<file path="config.mk">
export PLATFORM = sky130hd
export DESIGN_NAME = mac_ack_sequencer
export DESIGN_NICKNAME = d
export VERILOG_FILES = /design/src/rtl/mac_ack_sequencer.sv
export SDC_FILE = /design/constraint.sdc
export NUM_CORES = 1
export LEC_CHECK = 0
export BUFFER_PORTS_ARGS = -buffer_cell sky130_fd_sc_hd__buf_4
export CAP_MARGIN = 20
export CORE_ASPECT_RATIO = 0.7
export CORE_UTILIZATION = 40
export CTS_CLUSTER_DIAMETER = 60
export DETAILED_ROUTE_END_ITERATION = 7
export PLACE_DENSITY = 0.61
export SYNTH_ARGS = -nofsm -noshare
export SYNTH_HDL_FRONTEND = slang
export SYNTH_SLANG_ARGS = --single-unit
export TNS_END_PERCENT = 1
</file>
<file path="constraint.sdc">
create_clock -name clk -period 1.9 [get_ports clk]
set_input_delay 0.285 -clock clk [delete_from_list [all_inputs] [get_ports clk]]
set_output_delay 0.285 -clock clk [all_outputs]
set_load 0.02 [all_outputs]
</file>
<file path="src/rtl/mac_ack_sequencer.sv">
// mac_ack_sequencer: counts upstream input acknowledges up to a programmable
// limit, then raises ack_mac toward the MAC/neuron stage. It sequences
// NUM_PASSES neuron passes per layer and reports layer completion and
// protocol errors. All state updates happen on the falling edge of clk.
module mac_ack_sequencer #(
  parameter int CNT_W         = 8,
  parameter int LIMIT_DEFAULT = 2,
  parameter int NUM_PASSES    = 1,
  parameter int PASS_W        = 4,
  parameter bit STICKY        = 1'b1
) (
  input  logic              clk,
  input  logic              rst,
  input  logic              start,
  input  logic [CNT_W-1:0]  limit,
  input  logic              ack,
  input  logic              mac_taken,
  output logic [CNT_W-1:0]  idx,
  output logic              ack_mac,
  output logic [PASS_W-1:0] pass_idx,
  output logic              busy,
  output logic              layer_done,
  output logic              err_ack
);

  // HOLD is only reachable when STICKY=1.
  typedef enum logic [1:0] {IDLE, COUNT, HOLD} state_t;

  localparam logic [CNT_W-1:0]  LIMIT_DEF = CNT_W'(LIMIT_DEFAULT);
  localparam logic [PASS_W-1:0] LAST_PASS = PASS_W'(NUM_PASSES - 1);

  state_t           state;
  logic [CNT_W-1:0] limit_r;
  logic [CNT_W-1:0] last_idx;
  logic             terminal;
  logic             advance;

  // limit_r is never zero, so last_idx never underflows.
  assign last_idx = limit_r - CNT_W'(1);
  assign terminal = (state == COUNT) && ack && (idx == last_idx);
  // A neuron completes either on the terminal ack (pulse mode) or when the
  // consumer takes the held ack_mac (sticky mode). start pre-empts both.
  assign advance  = !start &&
                    ((terminal && !STICKY) || ((state == HOLD) && mac_taken));

  // Main sequencer: reset, start/abort, counting, hold and pass advance.
  // NOTE: every register here uses <= so all updates see pre-edge values.
  always_ff @(negedge clk) begin
    if (rst) begin
      state      <= IDLE;
      limit_r    <= LIMIT_DEF;
      idx        <= '0;
      ack_mac    <= 1'b0;
      pass_idx   <= '0;
      busy       <= 1'b0;
      layer_done <= 1'b0;
      err_ack    <= 1'b0;
    end else if (start) begin
      // Starting from IDLE or aborting a running layer look identical;
      // a coincident ack is ignored.
      state      <= COUNT;
      limit_r    <= (limit == '0) ? LIMIT_DEF : limit;
      idx        <= '0;
      ack_mac    <= 1'b0;
      pass_idx   <= '0;
      busy       <= 1'b1;
      layer_done <= 1'b0;
      err_ack    <= 1'b0;
    end else begin
      // In pulse mode ack_mac lasts exactly one cycle unless re-raised below.
      if (!STICKY) begin
        ack_mac <= 1'b0;
      end

      case (state)
        IDLE: begin
          if (ack) begin
            err_ack <= 1'b1;
          end
        end

        COUNT: begin
          if (ack) begin
            if (terminal) begin
              idx     <= '0;
              ack_mac <= 1'b1;
              if (STICKY) begin
                state <= HOLD;
              end
            end else begin
              idx <= idx + CNT_W'(1);
            end
          end
        end

        HOLD: begin
          // Acks here are never counted, even alongside mac_taken.
          if (ack) begin
            err_ack <= 1'b1;
          end
          if (mac_taken) begin
            ack_mac <= 1'b0;
          end
        end

        default: begin
          state <= IDLE;
        end
      endcase

      // Pass advance overrides the next-state chosen above.
      if (advance) begin
        if (pass_idx == LAST_PASS) begin
          layer_done <= 1'b1;
          busy       <= 1'b0;
          state      <= IDLE;
        end else begin
          pass_idx <= pass_idx + PASS_W'(1);
          state    <= COUNT;
        end
      end
    end
  end

endmodule

</file>
Word-level counts from Yosys, hierarchy flattened
Index checks and enable logic that the tools add are counted.
- flip-flop bits (word level): 26
- input bits: 13
- output and inout port bits: 16
- logic and storage cells: 61
- add/subtract/negate cells: 3
- equality and inequality tests: 12
- muxes and demuxes: 15
- bitwise gates (word level): 1
- reduce and logical (&&, ||, !) cells: 21
- operators by type and width (cell ; number):
    8-bit two-way mux ; 2
    2-bit AND reduction ; 5
    8-bit by 1-bit adder with 8-bit output, second input constant ; 1
    8-bit equality test ; 1
    8-bit zero test ; 1
    1-bit two-way mux ; 8
    4-bit != test, second input constant ; 2
    8-bit by 1-bit subtractor with 8-bit output, second input constant ; 1
    2-bit two-way mux ; 3
    2-bit != test, second input constant ; 3
    3-bit != test, second input constant ; 2
    3-bit AND reduction ; 2
    2-bit nonzero test ; 3
    4-bit by 1-bit adder with 4-bit output, second input constant ; 1
    1-bit logical AND ; 4
    4-bit zero test ; 1
    2-bit one-hot mux with 2 select lines ; 1
    4-bit AND reduction ; 1
    2-bit OR reduction ; 2
    3-bit by 1-bit != test with 1-bit output, second input constant ; 1
    2-bit by 1-bit equality test with 1-bit output, second input constant ; 1
    2-bit equality test, second input constant ; 1
    2-bit zero test ; 1
    2-bit by 1-bit != test with 1-bit output, second input constant ; 1
    3 further kinds ; 3

Depth between registers and ports, before layout
Gate-level depths: netlist of run 1.
- depth after elaboration: 8
- gate-level depth with buffers: 7
- mapped depth without buffers: 7

==> metrics.md, run 1 <==
| Metric | Value |
|---|---|
| Syn Inst Count | 156 |
| Wire length per cell | approximately 13 um |
| Starting DRC count in detailed routing | 46 |
| Die height | just over 50 um |
| Area of the die | about 0.0036 mm2 |
| Share of layout cells above drive strength 1 | 0.3610 |
| Worst hold start | layer_done$_SDFFE_NP0P_ |
| First-pass GRT wire length | approximately 6000 um |
| Required @ worst endpoint | roughly 1.6 ns |
| Least-Margin Pin Slew | around 0.42 ns |
| Setup WS pre-CTS | -0.3967 ns |
| Post-route cell area | between 0.002 and 0.0025 mm2 |
| Worst Path Buf+Inv | 1 |
| RSZ-0062 raised after global routing | yes |
| Max IR drop VDD | 0.5365 mV |
| CTS tree | yes |
| Worst slew margin | 0.7179 |
| Final setup TNS | -2.028 ns |
| Critical-path cell list | buf_6 |
| Final hold slack | between 0.4 and 0.5 ns |
| Post-Syn Area | between 0.001 and 0.0015 mm2 |
| Rows | 17 |
| Outcome | finished, violations left |
| DP Area | around 0.0018 mm2 |
| Clock Latency Late Sink | roughly 0.35 ns |
| TritonRoute pass-1 iters | 4 |
| CTS Sinks | 26 |
| Total track usage | 0.2163 |
| Slowest-stage cell, CP | dfxtp_2 |
| Core Region | between 0.003 and 0.004 mm2 |
| Final setup fails | 23 |
| Starting density of the core | 0.4255 |
| Initial antenna violation count | 0 |
| Crit path arrival time | 1.75 ns |
| Die Wd | about 72 um |
| Synth top area share | 0.3834 |
| Hpwl dp | around 2700 um |
| CTS Buf Count | 3 |
| WL final | approximately 3600 um |
| Number of remaining DRC errors | 0 |
| Lkg Pwr | 0.001049 uW |
| Mapped Nets | between 150 and 200 |
| Gr ovfl total | 0 |
| Crit end category | output pin |
| Largest net degree at the start of global routing | 14 |
| Seq/Total Area, Yosys | 0.3834 |
| Inserted Diodes | 0 |
| Critical path's largest stage delay | approximately 0.34 ns |
| Total Power | ~1300 uW |
| Yosys reg bits | 26 |
| Via density | ~5.0 |
| IO Pins | 29 |
| Startpoint Class | flip-flop |
| Root Driver | clkbuf_8 |
| Vias | ~1400 |
| Ys Warns | 0 |
| Hold Crit Class | reg2reg |
| CP Max Fanout | 2 |
| Failing checks | negative setup slack |
| CTS clk-pin slew, worst paths | about 0.050 ns |
| Crit. Startpoint | idx[7]$_SDFFE_NP0P_ |
| Placer Congestion | a little under 0.8 |
| Power density cells | approximately 620 mW/mm2 |
| Ranking of synthesized cells by area | dfxtp_1 (38%), nor2_1 (6.4%), mux2i_1 (5.9%), xnor2_1 (5.8%), xor2_1 (5.8%) |
| P&R area growth vs syn | 52.26% |
| Crit path kind | reg2out |
| Final hold vios | 0 |
| Max Buffers Root-to-Sink | 2 |
| Family with the most delay on the worst path | flip-flops |
| Final net count | 260 |
| Max-Cap Viols | 0 |
| Vias in the first global route | approximately 1400 |
| H-tree depth | 1 |
| Yosys cell types | 35 |
| Reg2reg start | limit_r[0]$_SDFFE_NP0P_ |
| Synth Area per Inst | slightly below 9 um2 |
| Max Slew Vio Count | 0 |
| Detail Route Antenna Nets | 0 |
| PortBufs | 28 |
| Post-synth top area cell | dfxtp_1 |
| Final WS setup | -0.1367 ns |
| Worst Clk Skew | around 0.016 ns |
-- per-stage QoR --
step,utilization,std cells
5_1_grt,0.6478,279
3_5_place_dp,0.5737,249
6_report,0.6478,279
4_1_cts,0.6478,279
3_3_place_gp,0.5737,249
2_1_floorplan,-,156
-- cells by family (layout without fill, tap and decap cells) --
logic type | Yosys count | after routing | synth area share
flip-flops | 26 | 26 | 0.3834
AO/OA/AOI/OAI | 19 | 19 | 0.08663
XOR/XNOR | 18 | 18 | 0.1161
AND/OR/NAND/NOR | 70 | 70 | 0.2857
adder cells (fa/ha/maj) | 4 | 4 | 0.03687
buffers and inverters | 11 | 96 | 0.03226
multiplexers | 8 | 8 | 0.05899
-- synth_stat cells (all sizes together) --
cell,n
dfxtp,26
nor2,23
nor3,11
nand2,10
xnor2,9
xor2,9
a21oi,8
mux2i,8
inv,7
and3,4
ha,4
nand4,4
nor4,4
a21o,3
nand3,3
nand3b,3
buf,2
clkbuf,2
nand2b,2
nor3b,2
o211ai,2
o21ai,2
a211o,1
a31oi,1
and3b,1
o21a,1
o31ai,1
or2,1
or2b,1
or3,1
-- worst paths after layout --
path / endpoint / slack [ns] / cells past startpoint
setup / recovery: idx[7] / -0.14 / 1
hold / removal: layer_done$_SDFFE_NP0P_ / 0.47 / 2
setup reg to reg: idx[2]$_SDFFE_NP0P_ / 0.07 / 9
hold reg to reg: layer_done$_SDFFE_NP0P_ / 0.47 / 2
-- metal layers --
metal / track usage / up-vias / wire, um
li1: - / 713 / -
met1: 0.2731 / 651 / 1782
met2: 0.3443 / 27 / 1674
met3: 0.08032 / 2 / 137
met4: 0.06536 / 0 / 19
met5: 0 / - / 0
-- flip-flops by register name, indices dropped and copies added (netlist names) --
signal,count
err_ack,1
limit_r,8
pass_idx,4
layer_done,1
busy,1
ack_mac,1
state,2
idx,8
-- report_power, final --
group / total [uW] / leakage, uW / switching [uW] / internal, uW
sequential: 578 / 0.000220 / 14.1 / 564
clock: 521 / 0.000160 / 307 / 214
combinational: 181 / 0.000669 / 87.4 / 93.8
total: 1280 / 0.00105 / 409 / 872
-- repair_timing --
item | CTS | global route
setup endpoints to repair | 25 | 26
buffers inserted | 2 | 0
gates resized for setup | 34 | 0
pin swaps | 0 | 1
hold buffers | 0 | 0
-- cells in the final DEF, fill, tap and decap left out, types with 3 or more instances in the layout --
cell type / n
buf_4: 44
inv_1: 32
nor2_1: 23
buf_6: 17
dfxtp_2: 15
nand2_1: 10
dfxtp_1: 10
xor2_1: 9
xnor2_1: 9
nor3_1: 9
a21oi_1: 8
mux2i_1: 8
nand4_1: 4
ha_1: 4
nor4_1: 3
a21o_1: 3
nand3_1: 3
clkbuf_8: 3
-- worst register-to-register path: cells and delay by family (launching register included) --
kind / cells / cell delay (ns)
flops: 1 / 0.31
simple gates: 3 / 0.43
buf+inv: 3 / 0.37
fa+ha+maj: 1 / 0.26
compound gates: 2 / 0.35
-- final cells by class --
type                       count  area [um2]
clock buffer                   3       41.29
clock inverter                26       97.59
fill                         269        1124
inverter                       6       22.52
multi-input combinational    119       793.3
sequential                    26       543.0
tap                           38       47.55
timing repair buffer          61       521.8
Power figures use the tool's default switching activity.
==> run 2, diff against run 1 <==
MAX_ROUTING_LAYER = met4   (was unset)
RECOVER_POWER = 50   (was unset)
==> run 2 against run 1 <==
Net effect:
- the run still ends with negative setup slack left
- sequential share of layout area rose by 0.13 points
- non-clock buffer count did not move
- die area did not move
- critical path depth did not move
- setup slack improved by 0.00070 ns
- count of clock-buffer cells in the layout did not move
- final cell count did not move
- via count rose by 1.0%
- clock power barely moved
- clock skew barely moved
==> metrics.md, run 2 (synthesis gave the netlist of run 1 again) <==
| Metric | Value |
|---|---|
| Most common cell after layout, fill and taps aside | buf_4 |
| Power Internal | between 800 and 900 uW |
| Detail Route Antenna Nets | 0 |
| CTS Sinks | 26 |
| Switching share of power | 0.3202 |
| Hold Crit Class | reg2reg |
| TritonRoute pass-1 iters | 4 |
| Vias in the first global route | about 1400 |
| Hpwl dp | between 2000 and 3000 um |
| Combinational Power Share | 0.139 |
| Finished Core Util | 0.6447 |
| Crit path arrival time | 1.75 ns |
| Clock Latency Late Sink | about 0.35 ns |
| Worst R2R End | idx[2]$_SDFFE_NP0P_ |
| Area of the die | about 0.0036 mm2 |
| Hold EP | layer_done$_SDFFE_NP0P_ |
| Required @ worst endpoint | 1.62 ns |
| Starting density of the core | 0.4255 |
| Least-Margin Pin Slew | about 0.43 ns |
| CTS tree | yes |
| Final net count | 260 |
| Max Slew Vio Count | 0 |
| Final hold slack | between 0.4 and 0.5 ns |
| First-pass GRT wire length | 5996 um |
| Number of remaining DRC errors | 0 |
| Max-Cap Viols | 0 |
| Wire length per cell | 12.94 um |
| Outcome | finished, violations left |
| Die height | 50.74 um |
| Commonest cells after routing, fill and taps aside | buf_4 (40), inv_1 (32), nor2_1 (23), buf_6 (17), dfxtp_2 (15) |
| Final WS setup | -0.1360 ns |
| CTS clk-pin slew, worst paths | 0.04 ns |
| Root Driver | clkbuf_8 |
| Rows | 17 |
| Sw power | 409.4 uW |
| Reg2reg start | limit_r[0]$_SDFFE_NP0P_ |
| Register area | around 540 um2 |
| Clk pwr share | 0.408 |
| Total track usage | 0.2228 |
| Max Buffers Root-to-Sink | 2 |
| IO Pins | 29 |
| H-tree depth | 1 |
| Final setup fails | 23 |
| Crit end category | output pin |
| Die Wd | between 70 and 80 um |
| Power density cells | approximately 620 mW/mm2 |
| RSZ-0062 raised after global routing | yes |
| Max IR drop VDD | between 0.5 and 0.6 mV |
| Reg2Reg Depth | 9 |
| Top flop regs | idx: 8 flops, limit_r: 8 flops, pass_idx: 4 flops |
| CTS Buf Count | 3 |
| Worst hold start | layer_done$_SDFFE_NP0P_ |
| Fill count | between 200 and 300 |
| Cts-stage hold buffer count | 0 |
| Worst slew margin | 0.7158 |
| Vias | ~1400 |
| Initial antenna violation count | 0 |
| Failing checks | negative setup slack |
| Largest net degree at the start of global routing | 14 |
| Lkg Pwr | around 0.0010 uW |
| Final hold vios | 0 |
| WL final | 3609 um |
| Sequential power share | 0.452 |
| Worst Path Buf+Inv | 1 |
| Critical path's largest stage delay | between 0.3 and 0.4 ns |
| Slowest-stage cell, CP | dfxtp_4 |
| Worst Clk Skew | between 0.015 and 0.02 ns |
| Share of layout cells above drive strength 1 | 0.3527 |
| Via density | about 5.0 |
| Area of the multi-input gates | a little under 800 um2 |
| Family with the most delay on the worst path | flip-flops |
| Core Region | ~0.0032 mm2 |
| Starting DRC count in detailed routing | 56 |
| Crit path kind | reg2out |
| Critical-path cell list | buf_6 |
| Placer Congestion | roughly 0.80 |
| Inserted Diodes | 0 |
| PortBufs | 28 |
| Crit. Startpoint | pass_idx[3]$_SDFFE_NP0P_ |
| Register-to-Register Setup Slack | roughly 0.07 ns |
| Gr ovfl total | 0 |
| Startpoint Class | flip-flop |
| Hold depth | 2 |
| P&R area growth vs syn | 51.52% |
| CP Max Fanout | 2 |
## run 2: cell count changes in the layout (fill, tap and decap cells not counted), sizes merged
cell and delta:
buf -4, clkbuf +4
## run 2: power by group through the flow
stage | logic (uW) | registers, uW | clock network, uW
2_1_floorplan | 86.1 | 592 | 86.9
3_3_place_gp | 173 | 586 | 86.9
3_5_place_dp | 176 | 586 | 86.9
4_1_cts | 181 | 577 | 544
5_1_grt | 193 | 577 | 624
6_report | 178 | 578 | 522
## run 2: cell type report
| type | instances | area share |
|---|---|---|
| clock buffer | 3 | 0.02007 |
| clock inverter | 26 | 0.04745 |
| inverter | 6 | 0.01095 |
| tap | 38 | 0.02311 |
| timing repair buffer | 61 | 0.2488 |
| sequential | 26 | 0.2640 |
| multi-input combinational | 119 | 0.3856 |
## run 2: stage by stage
stage | std cells | setup TNS [ns] | instance area, um2 | worst slack (ns) | total power [uW]
after floorplan | 156 | -2.929 | 1358 | -0.2445 | 765.4
after global placement | 249 | -4.091 | 1831 | -0.3223 | 845.3
after detailed placement | 249 | -4.949 | 1831 | -0.3967 | 849.4
after CTS | 279 | -2.139 | 2067 | -0.1430 | 1302
after global routing | 279 | -2.935 | 2057 | -0.1756 | 1395
final | 279 | -2.029 | 2057 | -0.1360 | 1278
## run 2: tightest hold or removal path: stages (launching register included)
cell and delay [ns]:
dfxtp_2 0.32, a21oi_1 0.04, nor2_1 0.07
## run 2: repair_timing
item,in CTS,in global routing
endpoints found under the hold margin,0,0
setup endpoints to repair,25,26
gates resized for setup,34,0
pin swaps,0,1
buffers inserted,2,0
## run 2: routing by layer
layer  wire length [um]  GRT usage  share of wire  up-vias
met1               1702     0.2731           0.47      653
met5                  0          -              0        -
met3                225    0.08233          0.062        2
met2               1662     0.3443           0.46       39
met4                 19    0.06536         0.0053        0
li1                   -          -              -      713
## run 2: worst max-delay path by stage
stage	end	slack [ns]	cells after the start
after floorplan	state[0]$_SDFFE_NP0P_	-0.24	5
after global placement	idx[7]$_SDFFE_NP0P_	-0.32	6
after detailed placement	idx[1]$_SDFFE_NP0P_	-0.40	7
after CTS	pass_idx[3]	-0.14	1
after global routing	pass_idx[3]	-0.18	1
final	pass_idx[3]	-0.14	1
==> run 3, diff against run 2 <==
CORE_MARGIN = 8   (was unset)
==> run 3 against run 2 <==
Net effect:
- the flow still finishes with violations (negative setup slack)
- via count is 1.1% higher
- utilization is 1.7 points higher
- routed wire length is 14% higher
- setup slack worse by 0.014 ns
- sequential share of layout area is 0.67 points lower
- final cell count is 1.4% higher
==> metrics.md, run 3 (synthesis gave the netlist of run 1 again) <==
| Metric | Value |
|---|---|
| Final setup TNS | -2.049 ns |
| PortBufs | 28 |
| Crit path arrival time | 1.77 ns |
| Largest net degree at the start of global routing | 15 |
| Most common cell after layout, fill and taps aside | buf_4 |
| Slowest-stage cell, CP | dfxtp_4 |
| TritonRoute pass-1 iters | 4 |
| Final WS setup | -0.1501 ns |
| Hold Crit Class | reg2reg |
| WL final | roughly 4100 um |
| Family with the most delay on the worst path | flip-flops |
| Max-Cap Viols | 0 |
| H-tree depth | 1 |
| Total track usage | 0.1538 |
| Worst hold start | layer_done$_SDFFE_NP0P_ |
| RSZ-0062 raised after global routing | yes |
| Max IR drop VDD | between 0.5 and 0.6 mV |
| Placer Congestion | between 0.8 and 0.9 |
| Placed insts | around 250 |
| Non-Filler Instances | 283 |
| CTS tree | yes |
| Number of remaining DRC errors | 0 |
| Crit. Startpoint | pass_idx[3]$_SDFFE_NP0P_ |
| Final hold vios | 0 |
| Finished Core Util | 0.6616 |
| Power Internal | 878.5 uW |
| Fill count | 275 |
| Max Buffers Root-to-Sink | 2 |
| Clk pwr share | 0.410 |
| Rows | 17 |
| Clock Latency Late Sink | ~0.35 ns |
| Worst Path Buf+Inv | 1 |
| Sequential power share | 0.443 |
| Final net count | 263 |
| Root Driver | clkbuf_8 |
| Top flop regs | idx: 8 flops, limit_r: 8 flops, pass_idx: 4 flops |
| P&R area growth vs syn | 55.48% |
| Critical path's largest stage delay | between 0.3 and 0.4 ns |
| Least-Margin Pin Slew | between 0.4 and 0.5 ns |
| Starting DRC count in detailed routing | 46 |
| Worst Clk Skew | about 0.016 ns |
| Vias in the first global route | between 1000 and 1500 |
| Wire length per cell | ~15 um |
| CTS Sinks | 26 |
| Share of layout cells above drive strength 1 | 0.3796 |
| Power density cells | between 600 and 700 mW/mm2 |
| WP depth | 1 |
| Reg2Reg Depth | 6 |
| Starting density of the core | 0.4255 |
| Reg2reg start | limit_r[4]$_SDFFE_NP0P_ |
| Final hold slack | ~0.48 ns |
| Hpwl dp | 3093 um |
| Max Slew Vio Count | 0 |
| Die height | 64.74 um |
| CTS clk-pin slew, worst paths | approximately 0.040 ns |
| Gr ovfl total | 0 |
| Crit path kind | reg2out |
| Crit end category | output pin |
| Register-to-Register Setup Slack | roughly 0.08 ns |
| IO Pins | 29 |
| Initial antenna violation count | 0 |
| Detail Route Antenna Nets | 0 |
| Critical-path cell list | buf_6 |
| Final setup fails | 19 |
| CP Max Fanout | 2 |
| Failing checks | negative setup slack |
| Area of the die | 0.005544 mm2 |
| First-pass GRT wire length | 6651 um |
| Switching share of power | 0.3287 |
| Startpoint Class | flip-flop |
| CP endpoint | pass_idx[3] |
| Lkg Pwr | between 0.001 and 0.0015 uW |
| Worst slew margin | 0.7025 |
| Required @ worst endpoint | approximately 1.6 ns |
| Total Power | ~1300 uW |
| Outcome | finished, violations left |
| Via density | about 5.0 |
| Die Wd | 85.63 um |
| Cts-stage hold buffer count | 0 |
| Vias | between 1000 and 1500 |
| CTS Buf Count | 3 |
| Worst R2R End | idx[6]$_SDFFE_NP0P_ |
| Commonest cells after routing, fill and taps aside | buf_4 (43), inv_1 (32), nor2_1 (23), buf_6 (17), dfxtp_2 (15) |
| Inserted Diodes | 0 |
| Combinational Power Share | 0.147 |
| Core Region | approximately 0.0032 mm2 |
| Sw power | 430.2 uW |
-- run 3: repair_timing --
| item | in CTS | in global routing |
|---|---|---|
| pin swaps | 2 | 0 |
| resized for setup | 36 | 5 |
| setup buffers | 2 | 0 |
| setup endpoints to repair | 27 | 27 |
| gates cloned | 0 | 0 |
-- run 3: worst min path at each step --
stage,to,slack [ns],cells after the start
3_3_place_gp,layer_done$_SDFFE_NP0P_,0.47,2
5_1_grt,err_ack$_SDFFE_NP0P_,0.51,2
4_1_cts,busy$_SDFFE_NP0P_,0.49,2
2_1_floorplan,limit_r[7]$_SDFFE_NP0P_,0.48,2
3_5_place_dp,layer_done$_SDFFE_NP0P_,0.47,2
6_report,layer_done$_SDFFE_NP0P_,0.48,2
-- run 3: metal layers --
metal,up-vias,global-route usage,share of wire
li1,717,-,-
met1,670,0.1776,0.47
met2,31,0.2324,0.48
met3,4,0.05912,0.041
met4,0,0.06957,0.0083
met5,-,-,0
-- run 3: cell type report --
cell class	instances	area, um2	share of cell area
Sequential cell	26	543.0	0.2573
Multi-Input combinational cell	119	813.3	0.3853
Clock buffer	3	41.29	0.01956
Tap cell	38	47.55	0.02253
Timing Repair Buffer	64	540.5	0.2561
Inverter	6	22.52	0.01067
Clock inverter	27	102.6	0.04861
-- run 3: metrics by stage --
stage	cell area, um2	worst slack (ns)
2_1_floorplan	1358	-0.2445
3_3_place_gp	1853	-0.3609
3_5_place_dp	1853	-0.3951
4_1_cts	2100	-0.1605
5_1_grt	2111	-0.1772
6_report	2111	-0.1501
-- run 3: power groups by stage --
stage	sequential [uW]	clock, uW	combinational [uW]
finish	580	537	192
global route	580	615	207
CTS	578	558	188
detailed placement	587	86.9	183
global placement	586	86.9	178
floorplan	592	86.9	86.1
